## src/rtl/data_inf_rr_sched.sv

```systemverilog
// data_inf_rr_sched: round-robin burst scheduler merging NUM valid/ready streams into one registered output
module data_inf_rr_sched #(
  parameter int NUM = 4,
  parameter int DSIZE = 8,
  parameter int BURST = 4
) (
  input  logic                                    clock,
  input  logic                                    rst,
  input  logic [NUM-1:0]                          s_valid,
  input  logic [NUM*DSIZE-1:0]                    s_data,
  output logic [NUM-1:0]                          s_ready,
  output logic                                    m_valid,
  output logic [DSIZE-1:0]                        m_data,
  input  logic                                    m_ready,
  output logic [(NUM > 1 ? $clog2(NUM) : 1)-1:0]  m_sel,
  output logic                                    busy
);
  localparam int SW = NUM > 1 ? $clog2(NUM) : 1;
  localparam int CW = $clog2(BURST + 1);
  localparam logic IDLE = 1'b0;
  localparam logic GRANT = 1'b1;
  logic          state;
  logic [SW-1:0] ptr, owner, pick, nxt;
  logic [SW:0]   j;
  logic [CW-1:0] cnt;
  logic          found, load, xfer, rel;
  // first valid requester at or after ptr, wrapping modulo NUM
  always_comb begin
    pick = ptr;
    found = 1'b0;
    j = '0;
    for (int k = 0; k < NUM; k++) begin
      j = {1'b0, ptr} + (SW+1)'(k);
      j = (j >= (SW+1)'(NUM)) ? j - (SW+1)'(NUM) : j;
      pick = (!found && s_valid[j[SW-1:0]]) ? j[SW-1:0] : pick;
      found = found || s_valid[j[SW-1:0]];
    end
  end
  assign load = !m_valid || m_ready;
  assign s_ready = (state == GRANT && load) ? NUM'(1) << owner : '0;
  assign xfer = s_valid[owner] && s_ready[owner];
  assign rel = (state == GRANT) && ((xfer && cnt == CW'(BURST - 1)) || !s_valid[owner]);
  assign nxt = (owner == SW'(NUM - 1)) ? '0 : owner + 1'b1;
  assign busy = (state == GRANT);
  always_ff @(posedge clock) begin
    if (rst) begin
      state <= IDLE;
      ptr <= '0;
      owner <= '0;
      cnt <= '0;
      m_valid <= 1'b0;
      m_data <= '0;
      m_sel <= '0;
    end else begin
      if (xfer) begin
        m_data <= s_data[DSIZE*int'(owner) +: DSIZE];
        m_sel <= owner;
        m_valid <= 1'b1;
      end else if (m_ready) begin
        m_valid <= 1'b0;
      end
      if (state == IDLE) begin
        if (found) begin
          owner <= pick;
          cnt <= '0;
          state <= GRANT;
        end
      end else begin
        if (xfer) cnt <= cnt + 1'b1;
        if (rel) begin
          state <= IDLE;
          ptr <= nxt;
        end
      end
    end
  end
endmodule

```

## config.mk

```make
export PLATFORM = sky130hd
export DESIGN_NAME = data_inf_rr_sched
export DESIGN_NICKNAME = d
export VERILOG_FILES = /design/src/rtl/data_inf_rr_sched.sv
export SDC_FILE = /design/constraint.sdc
export NUM_CORES = 1
export LEC_CHECK = 0
export CORE_ASPECT_RATIO = 0.6
export CORE_UTILIZATION = 43
export DETAILED_ROUTE_END_ITERATION = 10
export PLACE_DENSITY = 0.83
export SLEW_MARGIN = 20
export SYNTH_ARGS = -nofsm -noshare
export SYNTH_HDL_FRONTEND = slang
export SYNTH_SLANG_ARGS = --single-unit
```

## constraint.sdc

```tcl
create_clock -name clock -period 5 [get_ports clock]
set_clock_uncertainty 0.15 [all_clocks]
set_input_delay 1 -clock clock [delete_from_list [all_inputs] [get_ports clock]]
set_output_delay 1 -clock clock [all_outputs]
set_load 0.01 [all_outputs]
```

* Word level (Yosys, flattened, before mapping)
Cells that the tools add are included.
Word-level totals: output and inout port bits 16, input bits 39, logic and storage cells 83, register bits 19
Operators by class: shifts and indexed selects 2, add/subtract/negate cells 9, $lt $le $gt $ge 9, multiplexer cells 30, equality and inequality tests 3, reduce and logical (&&, ||, !) cells 22, bitwise operators 1
Operator list (number):
- $shiftx A32 B6 Y8 | 1
- $mux W2 | 9
- $lt A2 B3 Y1 const B | 5
- $bmux W1 S2 | 6
- $mux W1 | 11
- $ge A3 B3 Y1 const B | 3
- $mux W3 | 3
- $sub A2 B1 Y2 const B | 4
- $logic_and A1 B1 Y1 | 7
- $add A2 B2 Y3 const B | 2
- $reduce_and A2 Y1 | 3
- $logic_not A1 Y1 | 5
- $logic_or A1 B1 Y1 | 5
- $mux W4 | 1
- $reduce_bool A2 Y1 | 2
- $shl A1 B2 Y4 const A | 1
- $add A2 B1 Y3 const B | 1
- $add A3 B1 Y3 const B | 1
- $eq A3 B2 Y1 const B | 1
- $ge A2 B3 Y1 const B | 1
- $add A2 B1 Y2 const B | 1
- $eq A2 B2 Y1 const B | 1
- $ne A2 B1 Y1 const B | 1
- $not A1 Y1 | 1

* Longest topological paths before layout
depth after elaboration 12, mapped depth 9

* Least setup slack after synthesis
Ideal clock, no wire load.
path kind input -> output, start in m_ready, end out s_ready[0], stages on the path 2, arrival 1473 ps, required time 3850 ps, setup slack 2377 ps, cells stage by stage nand2b_1 > and3_1
On the way: cells in the longest elaborated chain, start to end 3
Ends and longest elaborated chain:
- start, declared | line 14 | input logic m_ready,
- $logic_or A1 B1 Y1 | line 39 | assign load = !m_valid || m_ready;
- $logic_and A1 B1 Y1 | line 40 | assign s_ready = (state == GRANT && load) ? NUM'(1) << owner : '0;
- $mux W4 | line 40
- end, declared | line 11 | output logic [NUM-1:0] s_ready,
No other way between the ends.

* Worst setup path in the final report
start in m_ready, end out s_ready[3]
Same word-level chain as after synthesis.

==> impl_metrics.ini <==
[run_status]
status = finished with violations
violations = DRC

[yosys]
ys_ff_latch = 19
synth_compound_area_share_pct = 8.050
synth_largest_area_cell = dfxtp_1
yosys-top-cells-area = dfxtp_1 (31%), mux4_2 (19%), mux2i_1 (8.3%), ha_1 (6.2%), nor2_1 (4.0%)
syn_area_per_cell_um2 = 10.64
synthMuxAreaShare_pct = 26.83
synth-xor-area-share_pct = 0
synthAdderAreaFrac_pct = 6.192
synthFlopType = dfxtp_1
synth_top_family_by_area = multiplexers
synth_nets = 159
synth_cell_types = 34
synth_edf_count = 0
synthSimpleGateAreaFrac_pct = 20.64
netlist_area_um2 = 1212
yosysWarnings = 0
synth_top_area_share_pct = 31.37
synth.most_common_cell = dfxtp_1
synthTopCellsByCount = dfxtp_1 (19), nor2_1 (13), mux2i_1 (10), mux4_2 (10)
yosysSeqAreaShare_pct = 31.37
synthArstFlopShare_pct = 0
netlist_instances = 114

[floorplan]
ioPinCount = 55
core-area_um2 = 2592
dieHeight_um = 43.13
initial_utilization_pct = 46.77
chipWidth_um = 70.55
core.rowCount = 14
dieArea_um2 = 3043

[timing]
min_period_ps = 3632
hold_viol = 0
worst_pin_slew_ps = 839.9
fmax_ghz = 0.2753
final.hold.worst_slack_ps = 321.9
finalMaxSlewViolations = 0
fin_tns_setup_ps = 0
rsz0062_at_grt = no
slew_headroom_pct = 43.93
fin_crit_sh_pct = 72.65
setup_viol = 0

[placement]
port_buffers = 54
gp_congestion = 0.8053
hpwl_um = 2379
post_dp_cell_area_um2 = 1728
place_inst = 192

[detailed_routing]
wire_per_inst_um = 15.52
antenna_left = 0
avgViaCountPerCell = 5.546
first_pass_iters = 7
dr_total_vias = 1087
wl_um = 3041
drc = 2
dr.first_iter.drc_count = 30

[clock_network]
cts_tree = done
holdBufCountCts = 0
clock-sinks = 19
clock_path_buffers = 2
root_buffer = clkbuf_8
clk_pin_slew_ps = 70
cts-resized-gates = 0
cts_buffers = 3
insertion_delay_ps = 250
cts_setup_buffers = 0
cts_max_level = 1

[grt]
antenna_found_initial = 0
grt_overflow = 0
first_global_vias = 1011
grt_usage_pct = 20.61
grt_pass1_wl_um = 4767
grt_max_degree = 20

[layout]
nets = 210
n_fill_cell = 209
layout-drive-gt1-share_pct = 12.80
num_antenna_cells = 0
final_area_um2 = 1773
fin_cells = 196
area_growth_pct = 46.23

[setup_path]
worst-setup-path-type = in2out
crit_path_end_kind = primary output
cp.required_ps = 3850
rrSetupSlack_ps = 2270
arrival_ps = 2480
critPathLaunchType = input pin
r2r_end = m_data[0]
cp_max_fo = 8
r2r-start = owner[0]
reg2reg_depth = 6

[hold_path]
hold_start = cnt[2]
holdPathEnd = cnt[2]
holdPathStages = 2
hp-class = reg2reg

[flow_run]
max_cap_viol_count = 0

[power]
leakage_nw = 0.6786
power.density_nw_per_um2 = 223.6
irDropWorstVdd_uv = 143.2
==> worst max-delay path, stage by stage <==
cell and delay, ps:
clkdlybuf4s50_1 440, nand2b_1 290, and3_1 210, clkdlybuf4s50_1 540
==> sequential cells by signal, summed over array words and instances, names as in the netlist <==
| name | flops |
|---|---|
| m_data | 8 |
| cnt | 3 |
| m_sel | 2 |
| owner | 2 |
| ptr | 2 |
| busy | 1 |
| m_valid | 1 |
==> layout by cell type, fill, tap and decap left out <==
cell type / n
a21oi_2: 2
nor4_1: 1
o21bai_1: 1
nand2b_1: 2
clkbuf_1: 1
nand3_1: 3
or2_2: 2
a21oi_1: 6
o221ai_1: 1
or2_1: 1
nand2_1: 2
dfxtp_1: 19
a2111oi_0: 1
or3b_1: 1
nand4_4: 1
nor2_1: 13
nand3_2: 2
nor3_1: 1
inv_1: 5
o21ai_0: 2
a2111oi_2: 1
or2_0: 1
nor2b_1: 4
nand4_1: 1
nor3b_1: 2
mux4_2: 10
clkbuf_8: 3
and4_1: 1
clkdlybuf4s50_1: 54
ha_1: 6
mux2i_1: 10
and3_1: 4
==> layer usage <==
| layer | global-route usage (%) | vias to the layer above | wire, um |
|---|---|---|---|
| met1 | 27.68 | 524 | 1336 |
| met5 | 0 | - | 0 |
| met4 | 3.600 | 0 | 0 |
| li1 | - | 520 | - |
| met2 | 34.95 | 43 | 1533 |
| met3 | 4.513 | 0 | 171 |
==> worst max path at each step <==
stage / end / slack, ps / startpoint
2_1_floorplan: s_ready[0] / 2380 / m_ready
3_3_place_gp: s_ready[1] / 1420 / m_ready
3_5_place_dp: s_ready[3] / 1380 / m_ready
4_1_cts: s_ready[3] / 1380 / m_ready
5_1_grt: s_ready[3] / 1320 / m_ready
6_report: s_ready[3] / 1370 / m_ready
==> per-stage QoR <==
stage | power (mW) | util, % | worst slack [ps]
after floorplan | 0.2418 | - | 2377
after global placement | 0.2885 | 66.65 | 1417
after detailed placement | 0.2936 | 66.65 | 1383
after CTS | 0.3977 | 68.39 | 1377
after global routing | 0.4141 | 68.39 | 1316
final | 0.3965 | 68.39 | 1368
==> power breakdown <==
part | internal, mW | total (mW) | leakage, nW | switching, mW
Combinational | 0.0726 | 0.115 | 0.501 | 0.0420
Clock | 0.0566 | 0.106 | 0.0228 | 0.0496
Sequential | 0.161 | 0.176 | 0.155 | 0.0148
==> cells by family after synthesis <==
logic type	Yosys count
AND/OR/NAND/NOR	42
multiplexers	20
flip-flops	19
AO/OA/AOI/OAI	14
buffers and inverters	13
adder cells (fa/ha/maj)	6
==> layout make-up <==
type	count	area, um^2	share of cell area (%)
multi-input cells	82	748.2	42.20
repair buffers	54	540.5	30.49
flip-flops and latches	19	380.4	21.45
clock buffers	4	45.04	2.541
well taps	32	40.04	2.258
inverters	5	18.77	1.059
Note: power is estimated with default switching activity, not from simulation.
